<file path="config.mk">
export PLATFORM = sky130hd
export DESIGN_NAME = accel_dispatcher
export DESIGN_NICKNAME = d
export VERILOG_FILES = /design/src/rtl/accel_dispatcher.sv
export SDC_FILE = /design/constraint.sdc
export NUM_CORES = 1
export LEC_CHECK = 0
export CORE_UTILIZATION = 48
export DETAILED_ROUTE_END_ITERATION = 10
export PLACE_DENSITY = 0.89
export SLEW_MARGIN = 0
export SYNTH_ARGS = -nofsm -noshare
export SYNTH_HDL_FRONTEND = slang
export SYNTH_SLANG_ARGS = --single-unit
export TNS_END_PERCENT = 100
</file>
<file path="constraint.sdc">
create_clock -name clk -period 5.05 [get_ports clk]
set_clock_uncertainty 0.05 [all_clocks]
set_input_delay 1.01 -clock clk [delete_from_list [all_inputs] [get_ports clk]]
set_output_delay 1.01 -clock clk [all_outputs]
set_load 0.005 [all_outputs]
</file>
<file path="src/rtl/accel_dispatcher.sv">
// accel_dispatcher: host-side initiator for the series-evaluation accelerator.
// Takes one operand from an upstream valid/ready stream and drives a held
// start pulse. It then follows the accelerator's ready flag as it falls and
// rises again, captures the result and offers it downstream on valid/ack.
//
// Optional build macro: TIMEOUT_EN adds a watchdog over the wait states.
// When it trips, the job is abandoned and a sticky err flag is raised.
//
// Ports:
//   clk, rst              rising-edge clock, async active-high reset
//   in_valid/in_ready/in_x   upstream operand stream
//   acc_start/acc_x       start strobe and operand to the accelerator
//   acc_ready/acc_r       accelerator idle/done flag and result
//   out_valid/out_r/out_ack  downstream result handshake
//   busy                  job in flight
//   err                   sticky watchdog timeout (0 without TIMEOUT_EN)
//   job_cnt               completed jobs, wraps at 256
module accel_dispatcher #(
  parameter int unsigned XW         = 16,
  parameter int unsigned RW         = 16,
  parameter int unsigned START_HOLD = 2,
  parameter int unsigned TO_CYC     = 1024
) (
  input  logic          clk,
  input  logic          rst,
  input  logic          in_valid,
  output logic          in_ready,
  input  logic [XW-1:0] in_x,
  output logic          acc_start,
  output logic [XW-1:0] acc_x,
  input  logic          acc_ready,
  input  logic [RW-1:0] acc_r,
  output logic          out_valid,
  output logic [RW-1:0] out_r,
  input  logic          out_ack,
  output logic          busy,
  output logic          err,
  output logic [7:0]    job_cnt
);

  localparam int unsigned HW = 4;
  localparam logic [HW-1:0] HOLD_LAST = HW'(START_HOLD - 1);

  typedef enum logic [2:0] {
    IDLE        = 3'd0,
    ISSUE       = 3'd1,
    ACCEPT_WAIT = 3'd2,
    RUN_WAIT    = 3'd3,
    DONE        = 3'd4
  } state_t;

  state_t        state, state_nx;
  logic          rdy_en;
  logic          seen_low;
  logic [HW-1:0] hold_cnt;
  logic          accept;
  logic          issue_end;
  logic          timeout_c;

  // Ready depends only on registered state, never on in_valid.
  assign in_ready  = (state == IDLE) & rdy_en & acc_ready;
  assign accept    = in_ready & in_valid;
  assign issue_end = (state == ISSUE) && (hold_cnt == HOLD_LAST);

`ifdef TIMEOUT_EN
  localparam int unsigned WDW = (TO_CYC > 1) ? $clog2(TO_CYC) : 1;
  localparam logic [WDW-1:0] WD_LAST = WDW'(TO_CYC - 1);

  logic [WDW-1:0] wd_cnt;

  // A completion seen in RUN_WAIT wins over a coincident watchdog expiry.
  assign timeout_c = (wd_cnt == WD_LAST) &&
                     ((state == ACCEPT_WAIT) || ((state == RUN_WAIT) && !acc_ready));

  // Watchdog counter and sticky error flag.
  always_ff @(posedge clk or posedge rst) begin
    if (rst) begin
      wd_cnt <= '0;
      err    <= 1'b0;
    end else begin
      if (accept)         err <= 1'b0;
      else if (timeout_c) err <= 1'b1;
      if (issue_end)
        wd_cnt <= '0;
      else if ((state == ACCEPT_WAIT) || (state == RUN_WAIT))
        wd_cnt <= wd_cnt + WDW'(1);
    end
  end
`else
  // Watchdog limit only matters when TIMEOUT_EN is defined.
  logic unused_to_cyc;
  assign unused_to_cyc = |32'(TO_CYC);
  assign timeout_c     = 1'b0;
  assign err           = 1'b0;
`endif

  // State register.
  always_ff @(posedge clk or posedge rst) begin
    if (rst) state <= IDLE;
    else     state <= state_nx;
  end

  // Next-state logic.
  always_comb begin
    state_nx = state;
    case (state)
      IDLE:        if (accept) state_nx = ISSUE;
      ISSUE:       if (issue_end) state_nx = ACCEPT_WAIT;
      ACCEPT_WAIT: begin
        if (timeout_c)     state_nx = IDLE;
        else if (seen_low) state_nx = RUN_WAIT;
      end
      RUN_WAIT: begin
        if (acc_ready)      state_nx = DONE;
        else if (timeout_c) state_nx = IDLE;
      end
      DONE:        if (out_ack) state_nx = IDLE;
      default:     state_nx = IDLE;
    endcase
  end

  // Registered outputs and job bookkeeping.
  always_ff @(posedge clk or posedge rst) begin
    if (rst) begin
      rdy_en    <= 1'b0;
      seen_low  <= 1'b0;
      hold_cnt  <= '0;
      acc_start <= 1'b0;
      acc_x     <= '0;
      out_valid <= 1'b0;
      out_r     <= '0;
      busy      <= 1'b0;
      job_cnt   <= '0;
    end else begin
      rdy_en <= 1'b1;
      busy   <= (state_nx != IDLE);
      case (state)
        IDLE: begin
          if (accept) begin
            acc_x     <= in_x;
            seen_low  <= 1'b0;
            hold_cnt  <= '0;
            acc_start <= 1'b1;
          end
        end
        ISSUE: begin
          // A ready drop while start is still held already counts as accepted.
          if (!acc_ready) seen_low <= 1'b1;
          if (issue_end) acc_start <= 1'b0;
          else           hold_cnt  <= hold_cnt + HW'(1);
        end
        ACCEPT_WAIT: begin
          if (!acc_ready) seen_low <= 1'b1;
        end
        RUN_WAIT: begin
          if (acc_ready) begin
            out_r     <= acc_r;
            out_valid <= 1'b1;
          end
        end
        DONE: begin
          if (out_ack) begin
            out_valid <= 1'b0;
            job_cnt   <= job_cnt + 8'd1;
          end
        end
        default: begin
          acc_start <= 1'b0;
          out_valid <= 1'b0;
        end
      endcase
    end
  end

endmodule

</file>
# ---- Word-level counts from Yosys, hierarchy flattened
# Cells that the tools add are included.
dict set report op_classes {
  addsub 2
  n_shift 0
  n_reduce_logical 15
  mul 0
  n_div 0
  eq_ne 11
  n_mux 18
  n_bitwise 5
  n_lt_le_gt_ge 0
}
# cell n
set ops {}
lappend ops {{$mux W3} 5}
lappend ops {{$pmux W3 S5} 1}
lappend ops {{$ne A2 B2 Y1 const B} 6}
lappend ops {{$reduce_and A3 Y1} 4}
lappend ops {{$add A8 B1 Y8 const B} 1}
lappend ops {{$mux W4} 2}
lappend ops {{$pmux W4 S2} 1}
lappend ops {{$eq A3 B2 Y1 const B} 2}
lappend ops {{$mux W1} 6}
lappend ops {{$pmux W1 S3} 2}
lappend ops {{$reduce_and A2 Y1} 3}
lappend ops {{$reduce_or A3 Y1} 2}
lappend ops {{$add A4 B1 Y4 const B} 1}
lappend ops {{$eq A4 B1 Y1 const B} 1}
lappend ops {{$reduce_bool A2 Y1} 2}
lappend ops {{$and A1 B1 Y1} 3}
lappend ops {{$eq A3 B1 Y1 const B} 1}
lappend ops {{$eq A3 B3 Y1 const B} 1}
lappend ops {{$logic_not A3 Y1} 1}
lappend ops {{$reduce_bool A3 Y1} 1}
lappend ops {{$not A1 Y1} 2}
lappend ops {{$pmux W1 S2} 1}
lappend ops {{$reduce_or A2 Y1} 1}
lappend ops {{$logic_and A1 B1 Y1} 1}
dict set report totals {
  latchBits 0
  regBits 52
  in_bits 37
  rom_bits 0
  word_cells 61
  memories 0
  mem_bits_rw 0
  output_inout_bits 45
}

# ---- Logic depth before layout (Yosys ltp)
# Gate-level depths: netlist of run 1.
dict set report logic_depth {
  ltp_word 7
  depth_mapped 5
  depth_no_buf 5
}

# ---- Worst setup path after synthesis of run 1
# OpenSTA, ideal clock, no wires.
dict set report synth_path {
  path_type {input port to output port}
  from {input port acc_ready}
  to {output port in_ready}
  t_arrival_ns 1.346
  path_slack_ns 2.644
  cell_stages 2
  cell_sequence {nor2b_1 > and3_1}
}
dict set report synth_between {
  elab_chain_len 1
}
# item line_no
set synth_rtl {}
lappend synth_rtl {{from (decl)} 31} ;# input logic acc_ready,
lappend synth_rtl {{$and A1 B1 Y1} 61} ;# assign in_ready = (state == IDLE) & rdy_en & acc_ready;
lappend synth_rtl {{to (decl)} 27} ;# output logic in_ready,
# Every way passes these cells.

# ---- Worst setup path in the final report of run 1
# Ends and elaborated chain as after synthesis.

==> summary.txt, run 1 <==
Clock tree
  • Clk slew on worst S/H paths: 80 ps
  • CTS Buf Count: 5
  • Post-CTS Setup Inserts: 0
  • Worst skew pair latency: 300 ps
  • Cts repair resizes: 0
  • Root buffer cell: clkbuf_8
  • Max Buffers Root-to-Sink: 2
  • CTS H-Tree Depth: 2
  • Clock sinks: 52
  • CTS tree: built
  • Hold-fix buffers, CTS: 0

Drt
  • Max layer used: met4
  • Vias/cell: ~5.2
  • Final wirelength: 4.15 mm
  • Number of nets still failing antenna checks after routing: 0
  • Initial DRT Pass Iterations: 4
  • WL met2: 2.03 mm
  • DR WL met3: between 200 and 250 µm
  • DRT iter0 DRCs: 89
  • Vias: 1,548
  • Drt wl/cell: 13.8 µm
  • DRT met1 WL: 1.86 mm
  • Post-route DRC violation count: 0

STA
  • Fin crit period: 3560 ps
  • Slew Viols, Final: 0
  • Setup TNS: 0 ps
  • Maximum clock rate: 0.281 GHz
  • Slew @ Worst Pin: 1030 ps
  • Fin crit share: between 70% and 80%
  • RSZ-0062 raised after global routing: no
  • Hold Vio Cnt, Final: 0
  • Relative slew slack: 31.2%
  • Final setup fails: 0

Pwr
  • Logic pwr share: 41.5%
  • Maximum VDD drop: 0.000273 V
  • Net Sw Frac: between 20% and 30%
  • Pwr/cell area: 510 nW/µm²
  • Power Total: 1.60 mW
  • Clock Power Share: 13.7%
  • Pint: around 1.1 mW
  • Switching power: 0.455 mW
  • Part of the power in registers: 44.8%
  • Pleak: 1.36 nW

Final layout
  • Layout area overhead: 40.1%
  • Number of antenna diodes: 0
  • Storage element area: 1300 µm²
  • Layout cell share with drive strength beyond 1: between 10% and 20%
  • Fill cells: ~350
  • Area of the multi-input gates: 878 µm²
  • Commonest non-fill, non-tap cell in the layout: clkdlybuf4s50_1
  • Final Cell Area: 3140 µm²
  • Most frequent cells in the layout: clkdlybuf4s50_1 (80), dfrtp_1 (52), mux2_2 (26), nand2_1 (12), mux2_4 (7)
  • Fin nets: ~290

Floorplan
  • Die width: roughly 70 µm
  • I/O Pins: 82
  • DIE HEIGHT: 70.3 µm
  • Die area: 4950 µm²
  • Site Rows: 24
  • Initial Utilization: 50.8%
  • Total core area: 4410 µm²

Setup path
  • R2r endpoint: acc_x[5]
  • Worst r2r src: state[2]
  • Worst Path Required: 3990 ps
  • R2r setup slk: about 3000 ps
  • FF-to-FF path depth: 3
  • Critical path launch point: acc_ready
  • CP Capture Type: primary output
  • WP data arrival: around 2500 ps
  • CP endpoint: in_ready
  • WS Path Type: in2out
  • Crit start category: input port
  • Critical Path Fanout Max: 6

GRT
  • Grt total ovfl: 0
  • First-pass GRT wire length: 7.27 mm
  • Total Routing Usage GR: 18.6%
  • Vias in the first global route: 1,578
  • Largest net degree at the start of global routing: 53
  • Antenna violations before repair: 0

Place
  • Post-DP Area: 3060 µm²
  • I/O Buffers: 80
  • GPL Wtd Cong: 0.794
  • Final HPWL DP: 3.00 mm

Outcome
  • Status: complete, no violations

Logic synthesis
  • Top-area cell type share of the netlist area: 58.0%
  • Largest cells by area after synthesis: dfrtp_1 (58%), mux2_2 (13%), mux2_4 (4.7%)
  • Post-Syn Area per Cell: approximately 13 µm²
  • Cells after synthesis: 167
  • Net Count, Synth: about 210
  • Cell Area, Synth: 2240 µm²
  • #FFs+latches synth: 52
  • Seq/Total Area, Yosys: 58.0%
  • Synth warn: 0
  • Most area-hungry cell type in the Yosys netlist: dfrtp_1
  • Library cells used by synthesis: 39

Min path
  • Worst Hold Class: reg2reg

Flow run
  • Max Cap Viol: 0
area by class of cell:
cell class / count / area share (%)
clock buffers: 6 / 2.31
clock inverters: 1 / 0.159
inverters: 5 / 0.597
multi-input cells: 104 / 28.0
flip-flops and latches: 52 / 41.4
well taps: 52 / 2.07
repair buffers: 80 / 25.5
state kept, by name (all words and copies together), names as in the netlist:
register / flops
acc_x: 16
job_cnt: 8
rdy_en: 1
hold_cnt: 4
out_valid: 1
busy: 1
state: 3
out_r: 16
acc_start: 1
seen_low: 1
power groups by stage:
| stage | Sequential [mW] | Combinational (mW) | Clock (mW) |
|---|---|---|---|
| 2_1_floorplan | 0.707 | 0.314 | 0 |
| 4_1_cts | 0.720 | 0.675 | 0.224 |
| 6_report | 0.717 | 0.665 | 0.219 |
| 3_5_place_dp | 0.724 | 0.674 | 0 |
| 3_3_place_gp | 0.717 | 0.658 | 0 |
| 5_1_grt | 0.748 | 0.718 | 0.244 |
metal layers:
layer	vias up	GRT usage, %
met3	7	4.04
met1	761	23.9
met2	40	30.7
met5	-	0
met4	0	6.89
li1	740	-
synthesized netlist by cell type:
| library cell | count |
|---|---|
| a21oi_1 | 5 |
| or4_1 | 1 |
| and3_1 | 1 |
| nor2b_1 | 2 |
| dfrtp_1 | 52 |
| nor2_8 | 1 |
| and4bb_2 | 1 |
| or3b_1 | 1 |
| mux2_2 | 26 |
| o211ai_1 | 1 |
| xnor2_1 | 4 |
| nor3b_1 | 2 |
| a31oi_1 | 1 |
| o22ai_1 | 2 |
| nand3b_1 | 3 |
| or4b_4 | 1 |
| nor3_1 | 3 |
| buf_12 | 1 |
| nand4bb_1 | 1 |
| buf_2 | 1 |
| or2_2 | 1 |
| nand2_1 | 12 |
| buf_4 | 1 |
| nand3_1 | 2 |
| conb_1 | 2 |
| o311ai_0 | 1 |
| or3b_2 | 1 |
| o41a_1 | 1 |
| xor2_1 | 4 |
| clkbuf_1 | 3 |
| inv_1 | 5 |
| or3_1 | 1 |
| mux2i_1 | 1 |
| ha_1 | 3 |
| nand3_2 | 1 |
| mux2_4 | 7 |
| nand4_1 | 3 |
| o21ai_0 | 3 |
| nor2_1 | 5 |
cell families after synthesis:
family | count (synthesis) | synth area share, %
flip-flops | 52 | 58.0
AND/OR/NAND/NOR | 43 | 12.0
multiplexers | 34 | 18.2
AO/OA/AOI/OAI | 14 | 3.85
buffers and inverters | 11 | 2.79
XOR/XNOR | 8 | 3.12
adder cells (fa/ha/maj) | 3 | 1.67
other | 2 | 0.335
through the flow:
step,std cells,setup WS [ps],hold slack (ps),util (%)
2_1_floorplan,167,2640,413,-
3_3_place_gp,293,1520,413,69.4
3_5_place_dp,293,1490,406,69.4
4_1_cts,300,1480,431,71.2
5_1_grt,300,1410,468,71.2
6_report,300,1490,424,71.2
worst max-delay path: stages:
cell and delay [ps]:
clkdlybuf4s50_1 580, nor2b_1 230, and3_1 180, clkdlybuf4s50_1 500
worst min-delay path by stage:
stage | depth (start not counted) | slack [ps] | from | endpoint
final | 1 | 420 | job_cnt[7] | job_cnt[7]
after CTS | 1 | 430 | job_cnt[7] | job_cnt[7]
after detailed placement | 1 | 410 | job_cnt[7] | job_cnt[7]
after global routing | 1 | 470 | job_cnt[7] | job_cnt[7]
after global placement | 1 | 410 | job_cnt[7] | job_cnt[7]
after floorplan | 2 | 410 | seen_low | seen_low
(Power assumes the default switching activity.)
==> run 2, diff against run 1 <==
--- a/config.mk
+++ b/config.mk
@@ -5,9 +5,9 @@
 export SDC_FILE = /design/constraint.sdc
 export NUM_CORES = 1
 export LEC_CHECK = 0
-export CORE_UTILIZATION = 48
+export CORE_UTILIZATION = 40
 export DETAILED_ROUTE_END_ITERATION = 10
-export PLACE_DENSITY = 0.89
+export PLACE_DENSITY = 0.8
 export SLEW_MARGIN = 0
 export SYNTH_ARGS = -nofsm -noshare
 export SYNTH_HDL_FRONTEND = slang
==> constraint.sdc (replaced) <==
create_clock -name clk -period 3.2 [get_ports clk]
set_clock_uncertainty 0.05 [all_clocks]
set_input_delay 0.64 -clock clk [delete_from_list [all_inputs] [get_ports clk]]
set_output_delay 0.64 -clock clk [all_outputs]
set_load 0.005 [all_outputs]
==> summary.txt, run 2 (synthesis results as in run 1) <==
Final layout
  • Most frequent cells in the layout: clkdlybuf4s50_1 (80), dfrtp_1 (52), mux2_2 (26), nand2_1 (12), mux2_4 (7)
  • Layout area overhead: 42.5%
  • Non-filler cells, final: 321
  • Layout cell share with drive strength beyond 1: about 20%
  • Top Registers: acc_x (16), out_r (16), job_cnt (8)
  • Number of antenna diodes: 0
  • Commonest non-fill, non-tap cell in the layout: clkdlybuf4s50_1
  • Fin nets: 290
  • Final Cell Area: 3200 µm²
  • Fill cells: 435

Setup path
  • R2r setup slk: around 1200 ps
  • Crit start category: input port
  • R2r endpoint: acc_x[7]
  • WP data arrival: 2150 ps
  • FF-to-FF path depth: 3
  • Worst r2r src: state[2]
  • WS Path Type: in2out
  • Critical Path Fanout Max: 6
  • Critical Path Max Stage Delay: roughly 570 ps
  • Crit-path slowest cell: clkdlybuf4s50_1
  • Worst Path Required: 2510 ps
  • Critical path launch point: acc_ready
  • Most used cell, CP: clkdlybuf4s50_1
  • Critical-path cell list: clkdlybuf4s50_1, nor2b_1, and3_1, clkdlybuf4s50_1
  • CP Capture Type: primary output

Clock tree
  • Hold-fix buffers, CTS: 0
  • Root buffer cell: clkbuf_8
  • Post-CTS Setup Inserts: 0
  • CTS H-Tree Depth: 2
  • Clk slew on worst S/H paths: 90 ps
  • Clock sinks: 52
  • CTS Buf Count: 5
  • Cts repair resizes: 0
  • CTS tree: built
  • Worst skew pair latency: 300 ps
  • Max Buffers Root-to-Sink: 2

STA
  • Relative slew slack: a little over half
  • Setup TNS: 0 ps
  • Fin crit share: around nine tenths
  • Fin worst setup slack: 364 ps
  • Slew Viols, Final: 0
  • Final setup fails: 0
  • Maximum clock rate: 0.353 GHz
  • RSZ-0062 raised after global routing: no
  • Hold Vio Cnt, Final: 0
  • Slew @ Worst Pin: 679 ps
  • Fin crit period: 2840 ps

Floorplan
  • Die width: 76.9 µm
  • Total core area: approximately 5200 µm²
  • Initial Utilization: 42.8%
  • Site Rows: 26
  • DIE HEIGHT: 76.9 µm
  • I/O Pins: 82
  • Die area: roughly 6000 µm²

GRT
  • Antenna violations before repair: 0
  • Grt total ovfl: 0
  • Largest net degree at the start of global routing: 35
  • First-pass GRT wire length: 7.24 mm
  • Vias in the first global route: 1,570
  • Total Routing Usage GR: 15.8%

Place
  • GPL Wtd Cong: 0.742
  • Post-DP Area: about 3100 µm²
  • Cell count after placement: 313
  • Final HPWL DP: 3.13 mm
  • Worst slack at placement: 391 ps
  • I/O Buffers: 80

Pwr
  • Pwr/cell area: 804 nW/µm²
  • Power Total: 2.57 mW
  • Pleak: 1.38 nW
  • Maximum VDD drop: between 0.0003 and 0.0004 V

Min path
  • Worst Hold Class: reg2reg
  • Hold depth: 1
  • Hold worst-path end: job_cnt[7]
  • Min-delay src: job_cnt[7]

Drt
  • Vias/cell: 4.88
  • DRT iter0 DRCs: 62
  • Post-route DRC violation count: 0
  • Number of nets still failing antenna checks after routing: 0
  • Drt wl/cell: 13.6 µm
  • Final wirelength: ~4.4 mm
  • Initial DRT Pass Iterations: 4
  • Vias: between 1.5k and 2k

Outcome
  • Status: complete, no violations

Flow run
  • Max Cap Viol: 0
==> run 2: worst max-delay path by stage <==
stage,end,depth (start not counted)
floorplan,acc_start,1
global placement,in_ready,4
detailed placement,in_ready,4
CTS,in_ready,4
global route,in_ready,4
finish,in_ready,4
==> run 2: layer usage <==
| layer | GRT usage, % | up-vias | wire length (µm) |
|---|---|---|---|
| met5 | 0 | - | 0 |
| met4 | 6.92 | 0 | 95 |
| met2 | 24.9 | 46 | 2140 |
| met3 | 5.48 | 9 | 209 |
| li1 | - | 752 | - |
| met1 | 19.5 | 759 | 1910 |
==> run 2: critical path: cells and delay by family <==
family | cells | cell delay (ps)
simple gates | 2 | 420
buf+inv | 2 | 1090
==> run 2: final cells by class <==
cell class / instances / area, µm² / share of cell area, %
repair buffers: 82 / 816 / 25.5
inverters: 5 / 18.8 / 0.587
well taps: 70 / 87.6 / 2.74
multi-input cells: 104 / 878 / 27.5
clock buffers: 7 / 86.3 / 2.70
clock inverters: 1 / 7.51 / 0.235
flip-flops and latches: 52 / 1300 / 40.7
==> run 2: stage by stage <==
stage               hold slack, ps  utilization [%]
global placement               411             59.2
CTS                            433             61.0
finish                         430             61.0
floorplan                      413                -
detailed placement             418             59.2
global route                   455             61.0
==> run 2: report_power, final <==
group	internal, mW	leakage, nW	switching [mW]
clock network	0.176	0.0445	0.204
registers	0.929	0.644	0.205
logic	0.732	0.687	0.322
==> run 3, diff against run 2 <==
--- a/config.mk
+++ b/config.mk
@@ -5,10 +5,11 @@
 export SDC_FILE = /design/constraint.sdc
 export NUM_CORES = 1
 export LEC_CHECK = 0
-export CORE_UTILIZATION = 40
+export CORE_UTILIZATION = 41
+export CTS_BUF_LIST = sky130_fd_sc_hd__clkbuf_8
 export DETAILED_ROUTE_END_ITERATION = 10
-export PLACE_DENSITY = 0.8
-export SLEW_MARGIN = 0
+export PLACE_DENSITY = 0.82
+export SLEW_MARGIN = 20
 export SYNTH_ARGS = -nofsm -noshare
 export SYNTH_HDL_FRONTEND = slang
 export SYNTH_SLANG_ARGS = --single-unit
==> summary.txt, run 3 (synthesis results as in run 1) <==
Outcome
  • Status: complete, no violations

GRT
  • Vias in the first global route: 1,584
  • Total Routing Usage GR: approximately 16%
  • First-pass GRT wire length: 7.29 mm
  • Antenna violations before repair: 0
  • Largest net degree at the start of global routing: 22
  • Grt total ovfl: 0

Final layout
  • Commonest non-fill, non-tap cell in the layout: clkdlybuf4s50_1
  • Non-filler cells, final: about 320
  • Final core utilization: 62.4%
  • Layout area overhead: 44.0%
  • Fill cells: 442
  • Final Cell Area: 3230 µm²
  • Top Registers: acc_x (16), out_r (16), job_cnt (8)
  • Most frequent cells in the layout: clkdlybuf4s50_1 (80), dfrtp_1 (52), mux2_2 (26), nand2_1 (12)
  • Layout cell share with drive strength beyond 1: 19.9%
  • Number of antenna diodes: 0
  • Fin nets: 290

Clock tree
  • Clk slew on worst S/H paths: 90 ps
  • Max Buffers Root-to-Sink: 2
  • CTS H-Tree Depth: 2
  • Worst skew pair latency: between 200 and 300 ps
  • CTS tree: built
  • CTS Buf Count: 5
  • Root buffer cell: clkbuf_8
  • Cts repair resizes: 0
  • Clock sinks: 52
  • Post-CTS Setup Inserts: 0
  • Hold-fix buffers, CTS: 0

STA
  • Slew Viols, Final: 0
  • RSZ-0062 raised after global routing: no
  • Fin crit share: between 80% and 90%
  • Final setup fails: 0
  • Maximum clock rate: 0.356 GHz
  • Setup TNS: 0 ps
  • Hold Vio Cnt, Final: 0
  • Fin Hold WS: 438 ps
  • Fin crit period: 2810 ps

Min path
  • Min-delay src: job_cnt[7]
  • Worst Hold Class: reg2reg

Drt
  • Vias: 1,561
  • Drt wl/cell: 13.2 µm
  • DRT iter0 DRCs: 33
  • Initial DRT Pass Iterations: 4
  • Final wirelength: about 4.2 mm
  • Number of nets still failing antenna checks after routing: 0
  • Post-route DRC violation count: 0
  • Vias/cell: between 4 and 5

Setup path
  • Critical path launch point: acc_ready
  • CP Capture Type: primary output
  • Critical Path Fanout Max: 6
  • Crit start category: input port
  • WS Path Type: in2out
  • WP data arrival: 2120 ps
  • Worst r2r src: state[2]
  • Worst Path Required: between 2000 and 3000 ps

Floorplan
  • I/O Pins: 82
  • Total core area: 5170 µm²
  • DIE HEIGHT: 76.0 µm
  • Site Rows: 26
  • Initial Utilization: 43.3%
  • Die width: 76.0 µm
  • Die area: 5770 µm²

Place
  • I/O Buffers: 80
  • Cell count after placement: between 300 and 400
  • Post-DP Area: approximately 3100 µm²
  • GPL Wtd Cong: 0.826
  • Final HPWL DP: 3.06 mm

Pwr
  • Pwr/cell area: 822 nW/µm²
  • Pleak: 1.40 nW
  • Maximum VDD drop: between 0.0003 and 0.0004 V

Flow run
  • Max Cap Viol: 0
-- run 3: report_power, final --
group | leakage [nW] | switching (mW) | total [mW] | internal (mW)
clock network | 0.0645 | 0.198 | 0.474 | 0.276
logic | 0.687 | 0.319 | 1.05 | 0.732
registers | 0.644 | 0.202 | 1.13 | 0.929
total | 1.40 | 0.718 | 2.66 | 1.94
-- run 3: area by class of cell --
cell class	instances	area [µm²]	area share (%)
Sequential cell	52	1300	40.3
Inverter	5	18.8	0.581
Clock buffer	7	96.3	2.98
Timing Repair Buffer	82	816	25.3
Tap cell	70	87.6	2.71
Multi-Input combinational cell	104	878	27.2
Clock inverter	1	30.0	0.930
-- run 3: worst max-delay path: stages --
cell and delay (ps):
clkdlybuf4s50_1 560, nor2b_1 220, and3_1 180, clkdlybuf4s50_1 510
-- run 3: worst paths after layout --
path / depth (start not counted) / slack, ps / end
min reg2reg: 1 / 440 / job_cnt[7]
max: 4 / 390 / in_ready
min in group asynchronous: 2 / 580 / acc_x[7]
max reg2reg: 3 / 1170 / acc_x[9]
min: 1 / 440 / job_cnt[7]
max in group asynchronous: 3 / 1940 / rdy_en
-- run 3: metrics by stage --
step / power, mW / setup WS [ps]
final: 2.66 / 395
after global routing: 2.84 / 317
after CTS: 2.70 / 392
after detailed placement: 2.21 / 405
after global placement: 2.18 / 414
after floorplan: 1.61 / 1250
-- run 3: per-layer routing --
layer	vias to the layer above	global-route usage [%]	share of wire, %
met5	-	0	0
met4	0	5.77	1.5
met3	7	3.61	4.3
met2	43	26.6	49
met1	761	20.0	45
li1	750	-	-
